File: src/rtl/airlock_ctrl.sv
`default_nettype none
// ============================================================================
// Module      : airlock_ctrl
// Description : Two-door airlock sequencer with pump phases and Moore outputs.
//               Optional abort input enabled by defining AIRLOCK_ABORT_EN.
// Revision    : 1.0 - initial release
// ============================================================================
module airlock_ctrl #(
    parameter int unsigned PUMP_CYCLES = 4
) (
    input  logic       clk,
    input  logic       rst,
    input  logic       req_in,
    input  logic       req_out,
    input  logic       done,
`ifdef AIRLOCK_ABORT_EN
    input  logic       abort,
`endif
    output logic       outer_open,
    output logic       inner_open,
    output logic       pump_on,
    output logic       chamber_p,
    output logic [2:0] state
);

    typedef enum logic [2:0] {
        IDLE_P   = 3'd0,
        IDLE_E   = 3'd1,
        EVAC     = 3'd2,
        PRESS    = 3'd3,
        OPEN_OUT = 3'd4,
        OPEN_IN  = 3'd5
    } state_e;

    localparam logic [7:0] c_LAST_CNT = 8'(PUMP_CYCLES - 1);

    state_e     state_q, state_d;
    logic       dir_q, dir_d;
    logic [7:0] cnt_q, cnt_d;
    logic       req_in_q, req_out_q, done_q;
    logic       w_ev_in, w_ev_out, w_ev_done, w_ev_abort;

    // Events are decided on the same edge they are seen: raw input vs last sample.
    assign w_ev_in   = req_in  & ~req_in_q;
    assign w_ev_out  = req_out & ~req_out_q;
    assign w_ev_done = done    & ~done_q;

`ifdef AIRLOCK_ABORT_EN
    logic abort_q;

    always_ff @(posedge clk or negedge rst) begin
        if (!rst) begin
            abort_q <= 1'b0;
        end else begin
            abort_q <= abort;
        end
    end

    assign w_ev_abort = abort & ~abort_q;
`else
    assign w_ev_abort = 1'b0;
`endif

    always_ff @(posedge clk or negedge rst) begin
        if (!rst) begin
            state_q   <= IDLE_P;
            dir_q     <= 1'b0;
            cnt_q     <= 8'd0;
            req_in_q  <= 1'b0;
            req_out_q <= 1'b0;
            done_q    <= 1'b0;
        end else begin
            state_q   <= state_d;
            dir_q     <= dir_d;
            cnt_q     <= cnt_d;
            req_in_q  <= req_in;
            req_out_q <= req_out;
            done_q    <= done;
        end
    end

    always_comb begin
        state_d = state_q;
        dir_d   = dir_q;
        cnt_d   = cnt_q;
        case (state_q)
            IDLE_P: begin
                if (w_ev_out) begin
                    state_d = OPEN_IN;
                    dir_d   = 1'b0;
                end else if (w_ev_in) begin
                    state_d = EVAC;
                    dir_d   = 1'b1;
                    cnt_d   = 8'd0;
                end
            end
            IDLE_E: begin
                if (w_ev_in) begin
                    state_d = OPEN_OUT;
                    dir_d   = 1'b1;
                end else if (w_ev_out) begin
                    state_d = PRESS;
                    dir_d   = 1'b0;
                    cnt_d   = 8'd0;
                end
            end
            EVAC: begin
                // Abort re-pressurises and ends the trip on the inner side.
                if (w_ev_abort) begin
                    state_d = PRESS;
                    dir_d   = 1'b1;
                    cnt_d   = 8'd0;
                end else if (cnt_q == c_LAST_CNT) begin
                    state_d = OPEN_OUT;
                end else begin
                    cnt_d = cnt_q + 8'd1;
                end
            end
            PRESS: begin
                if (cnt_q == c_LAST_CNT) begin
                    state_d = OPEN_IN;
                end else begin
                    cnt_d = cnt_q + 8'd1;
                end
            end
            OPEN_OUT: begin
                if (w_ev_done) begin
                    if (dir_q) begin
                        state_d = PRESS;
                        cnt_d   = 8'd0;
                    end else begin
                        state_d = IDLE_E;
                    end
                end
            end
            OPEN_IN: begin
                if (w_ev_done) begin
                    if (dir_q) begin
                        state_d = IDLE_P;
                    end else begin
                        state_d = EVAC;
                        cnt_d   = 8'd0;
                    end
                end
            end
            default: begin
                state_d = IDLE_P;
                cnt_d   = 8'd0;
            end
        endcase
    end

    assign outer_open = (state_q == OPEN_OUT);
    assign inner_open = (state_q == OPEN_IN);
    assign pump_on    = (state_q == EVAC) || (state_q == PRESS);
    assign chamber_p  = (state_q == IDLE_P) || (state_q == OPEN_IN);
    assign state      = state_q;

endmodule
`default_nettype wire

File: config.mk
export PLATFORM = sky130hd
export DESIGN_NAME = airlock_ctrl
export DESIGN_NICKNAME = d
export VERILOG_FILES = /design/src/rtl/airlock_ctrl.sv
export SDC_FILE = /design/constraint.sdc
export NUM_CORES = 1
export LEC_CHECK = 0
export CAP_MARGIN = 25
export CORE_AREA = 4 4 48 50
export CTS_BUF_LIST = sky130_fd_sc_hd__clkbuf_8
export DETAILED_ROUTE_END_ITERATION = 10
export DIE_AREA = 0 0 52 54
export HOLD_SLACK_MARGIN = 0.06
export PLACE_DENSITY = 0.62
export SLEW_MARGIN = 40
export SYNTH_ARGS = -nofsm -noshare
export SYNTH_HDL_FRONTEND = slang
export SYNTH_SLANG_ARGS = --single-unit
export TNS_END_PERCENT = 100
File: constraint.sdc
create_clock -name clk -period 1.9 [get_ports clk]
set_input_delay 0.57 -clock clk [delete_from_list [all_inputs] [get_ports clk]]
set_output_delay 0.57 -clock clk [all_outputs]
set_load 0.1 [all_outputs]
Word level (Yosys, flattened, before mapping)
Index checks and enable logic that the tools add are counted.

Add/sub/neg operators: 1. Equal/unequal tests: 19. Mux-type cells: 26. Bitwise operators: 6. Reduce and logical (&&, ||, !) cells: 8.

Operator list (number): $mux 8 (9); $pmux 8 s5 (1); $mux 3 (8); $pmux 3 s6 (1); $ne 2x2->1 const B (8); $reduce_and 9->1 (1); $add 8x1->8 const B (1); $eq 8x2->1 const B (1); $eq 3x2->1 const B (2); $eq 3x3->1 const B (2); $ne 2x1->1 const B (3); $ne 3x3->1 const B (2); $reduce_and 6->1 (1); $mux 1 (4); $mux 2 (2); $and 1x1->1 (3); $eq 3x1->1 const B (1); $logic_not 3->1 (1); $not 1->1 (3); $reduce_and 3->1 (1); $logic_or 1x1->1 (2); $pmux 1 s2 (1); $reduce_bool 2->1 (1); $reduce_or 2->1 (1).

Register bits: 15. Input port bits: 5. Logic and storage cells: 66.

Longest topological paths before layout
Word-level depth: 5. Gate-level depth with buffers: 6. Mapped depth without buffers: 5.

Worst setup path before layout
Ideal clock, no wire load.

Path type: flip-flop to output port. Start point: reg state_q[2] (netlist: state[2]). End point: out chamber_p. Arrival time: 3476 ps. Slack: -2146 ps. Cell stages (with the launch flop): 4. Path through: dfrtp_1 -> clkbuf_1 -> nor2_1 -> nor3_1.

Cells in the longest elaborated chain, start to end: 2. Elaborated cells between the ends (all ways): 3. Those cells by class: 1 x eq/ne; 2 x reduce/logical.

RTL lines: start, declared (RTL line 37) `state_e state_q, state_d;`; start signal, assigned (RTL line 73) `state_q <= state_d;`; $eq 3x3->1 / $logic_not 3->1 (equally long branches) (RTL line 156) `assign chamber_p = (state_q == IDLE_P) || (state_q == OPEN_IN);`; $logic_or 1x1->1 * (RTL line 156); end, declared (RTL line 22) `output logic chamber_p,`.

Every way passes the cells marked *; elsewhere a longest branch is shown, timed or not.

Worst setup path after layout
Start point: reg state_q[1] (netlist: state[1]). End point: out inner_open.

Cells in the longest elaborated chain, start to end: 1.

RTL lines: $eq 3x3->1 (RTL line 154) `assign inner_open = (state_q == OPEN_IN);`; end, declared (RTL line 20) `output logic inner_open,`.

Every way passes these cells.

==> impl_metrics.env <==
export IMPL_status="complete, no violations"
export IMPL_synthArstFlopShare=1.00
export IMPL_drv_cap=0
export IMPL_place_hpwl_mm=1.20
export IMPL_vias=717
export IMPL_die_height_um=54
export IMPL_timing_reg2reg_setup_slack_ps=70
export IMPL_maxSlewHeadroom=0.809
export IMPL_synthAdderAreaFrac=0.0156
export IMPL_critical_path_class="reg -> out"
export IMPL_syn_inst=83
export IMPL_tightest_slew_ps=283
export IMPL_htree_levels=1
export IMPL_synth_edf_count=0
export IMPL_fin_nets=116
export IMPL_rr_worst_depth=5
export IMPL_cts_tree="built"
export IMPL_grt_usage=0.139
export IMPL_multi_input_area_um2=472
export IMPL_synth_most_common_cell="dfrtp_1"
export IMPL_dieWidth_um=52
export IMPL_max_freq_ghz=0.529
export IMPL_nFillCells=148
export IMPL_synth_simple_gate_area_share=0.227
export IMPL_ioPinCount=12
export IMPL_ys_types=31
export IMPL_synth_seq_cells=15
export IMPL_hold_depth=1
export IMPL_crit_fanout=4
export IMPL_grt_pass1_wl_mm=2.79
export IMPL_io_buffers=11
export IMPL_synth_common_cells="15 x dfrtp_1, 7 x nand2b_1, 6 x a21oi_1, 6 x a31oi_1"
export IMPL_rows=16
export IMPL_wl_mm=1.69
export IMPL_synth_compound_area_frac=0.224
export IMPL_antenna_found_initial=0
export IMPL_synthFlopType="dfrtp_1"
export IMPL_reg2reg_from="cnt_q[6]"
export IMPL_clock_sinks=15
export IMPL_ys_warn_count=0
export IMPL_period_share=0.994
export IMPL_place_ws_ps=-256
export IMPL_final_setup_skew_ps=2.83
export IMPL_syn_avg_cell_area_um2=9.63
export IMPL_first_global_vias=684
export IMPL_fin_ws_ps=10.9
export IMPL_antenna_left=0
export IMPL_min_path_type="reg -> reg"
export IMPL_final_setup_viol_count=0
export IMPL_place_gp_congestion=0.751
export IMPL_grt_overflow_total=0
export IMPL_critical_path_startpoint="state[1]"
export IMPL_cts_made_buffers=3
export IMPL_core_area_um2=1900
export IMPL_initial_core_util=0.420
export IMPL_root_buffer="clkbuf_8"
export IMPL_critical_path_arrival_ps=1320
export IMPL_hold_viol=0
export IMPL_synth_top_area_share=0.469
export IMPL_crit_path_end="inner_open"
export IMPL_syn_area_um2=800
export IMPL_synthXorXnorAreaFrac=0.0219
export IMPL_insertion_delay_ps=250
export IMPL_rr_endpoint="cnt_q[2]"
export IMPL_synth_top_family_by_area="simple AND/OR/NAND/NOR gates"
export IMPL_grt_max_degree=16
export IMPL_viasPerCell=5.27
export IMPL_fin_crit_ps=1890
export IMPL_synth_area_leaders="dfrtp_1 47%, nand2b_1 5.5%, a31oi_1 4.7%, nor2b_1 3.9%, a21oi_1 3.8%"
export IMPL_drive_above_1_share=0.385
export IMPL_first_pass_iters=4
export IMPL_postCtsHoldBufs=0
export IMPL_start_kind="flop"
export IMPL_required_ps=1330
export IMPL_yosysTopAreaCell="dfrtp_1"
export IMPL_dieArea_um2=2810
export IMPL_critPathCaptureType="output port"
export IMPL_slew_violations=0
export IMPL_synth_fp_nets=89
export IMPL_yosysSeqAreaShare=0.469
export IMPL_area_growth_pct=56.2
export IMPL_post_route_drc_count=0
export IMPL_path_clk_slew_ps=60
export IMPL_n_antenna_cell=0
export IMPL_wire_per_inst_um=12.4
export IMPL_synth_mux_area_frac=0.0125
export IMPL_rsz0062_at_grt="true"
export IMPL_drtIter0Drc=9
export IMPL_regArea_um2=387
export IMPL_cts_max_path_buffers=2
[flip-flops by register name, indices dropped and copies added (netlist names)]
register   flops
req_in_q       1
cnt_q          8
done_q         1
req_out_q      1
dir_q          1
state          3
[per-stage QoR]
step	utilization	area (µm²)	std cells	TNS (ps)	hold WS, ps
finish	0.657	1250	136	0	493
global route	0.657	1250	136	-100	508
CTS	0.632	1200	135	-1.05	491
detailed placement	0.595	1130	128	-1820	480
global placement	0.595	1130	128	-1270	473
floorplan	-	896	83	-911	274
[cell type report]
type                            count  area share
Multi-Input combinational cell     62       0.378
Sequential cell                    15       0.310
Timing Repair Buffer               26       0.237
Clock buffer                        3      0.0331
Tap cell                           27      0.0271
Inverter                            2      0.0120
Clock inverter                      1     0.00301
[worst min path at each step]
stage | start | to | slack, ps
6_report | cnt_q[0] | cnt_q[0] | 490
5_1_grt | cnt_q[0] | cnt_q[0] | 510
4_1_cts | cnt_q[7] | cnt_q[7] | 490
3_5_place_dp | cnt_q[7] | cnt_q[7] | 480
3_3_place_gp | cnt_q[7] | cnt_q[7] | 470
2_1_floorplan | rst | cnt_q[0] | 270
[routing by layer]
metal	part of all wire	GRT usage	vias up	routed length [µm]
li1	-	-	359	-
met1	0.46	0.156	341	779
met2	0.47	0.238	12	799
met3	0.038	0.0332	5	64
met4	0.024	0.0873	0	41
met5	0	0	-	0
[critical path, stage by stage (launching register included)]
cell      delay, ps
dfrtp_4         500
nand2b_2        250
nor2_4          150
buf_12          180
[layout by cell type, fill, tap and decap left out, types with 2 or more instances in the layout]
| master | Yosys | final |
|---|---|---|
| nor2b_1 | 5 | 3 |
| buf_4 | 0 | 14 |
| clkbuf_8 | 0 | 3 |
| nand2_1 | 5 | 5 |
| nand3_1 | 2 | 2 |
| buf_12 | 0 | 7 |
| o21ai_0 | 4 | 4 |
| dfrtp_1 | 15 | 12 |
| nor2_1 | 5 | 2 |
| a31oi_2 | 0 | 2 |
| and3_1 | 3 | 3 |
| a31oi_1 | 6 | 4 |
| dfrtp_4 | 0 | 3 |
| inv_1 | 2 | 2 |
| a41oi_1 | 2 | 2 |
| a21oi_1 | 6 | 6 |
| clkdlybuf4s50_1 | 0 | 4 |
| nor2_4 | 0 | 3 |
| nand2b_1 | 7 | 6 |
[what timing repair did]
action | CTS | global route
gates cloned | 0 | 0
pin swaps | 0 | 2
endpoints found under the setup margin | 3 | 11
gates resized for setup | 1 | 8
setup buffers | 3 | 1
[logic make-up (layout without fill, tap and decap cells)]
| kind of cell | count (synthesis) | count (layout) |
|---|---|---|
| fa+ha+maj | 1 | 1 |
| buf+inv | 6 | 32 |
| mux | 1 | 1 |
| simple gates | 32 | 32 |
| flops | 15 | 15 |
| xor+xnor | 2 | 2 |
| compound gates | 26 | 26 |
Power is not shown: default switching activity piles up to over one toggle a cycle in this logic, so the estimate is an artifact.
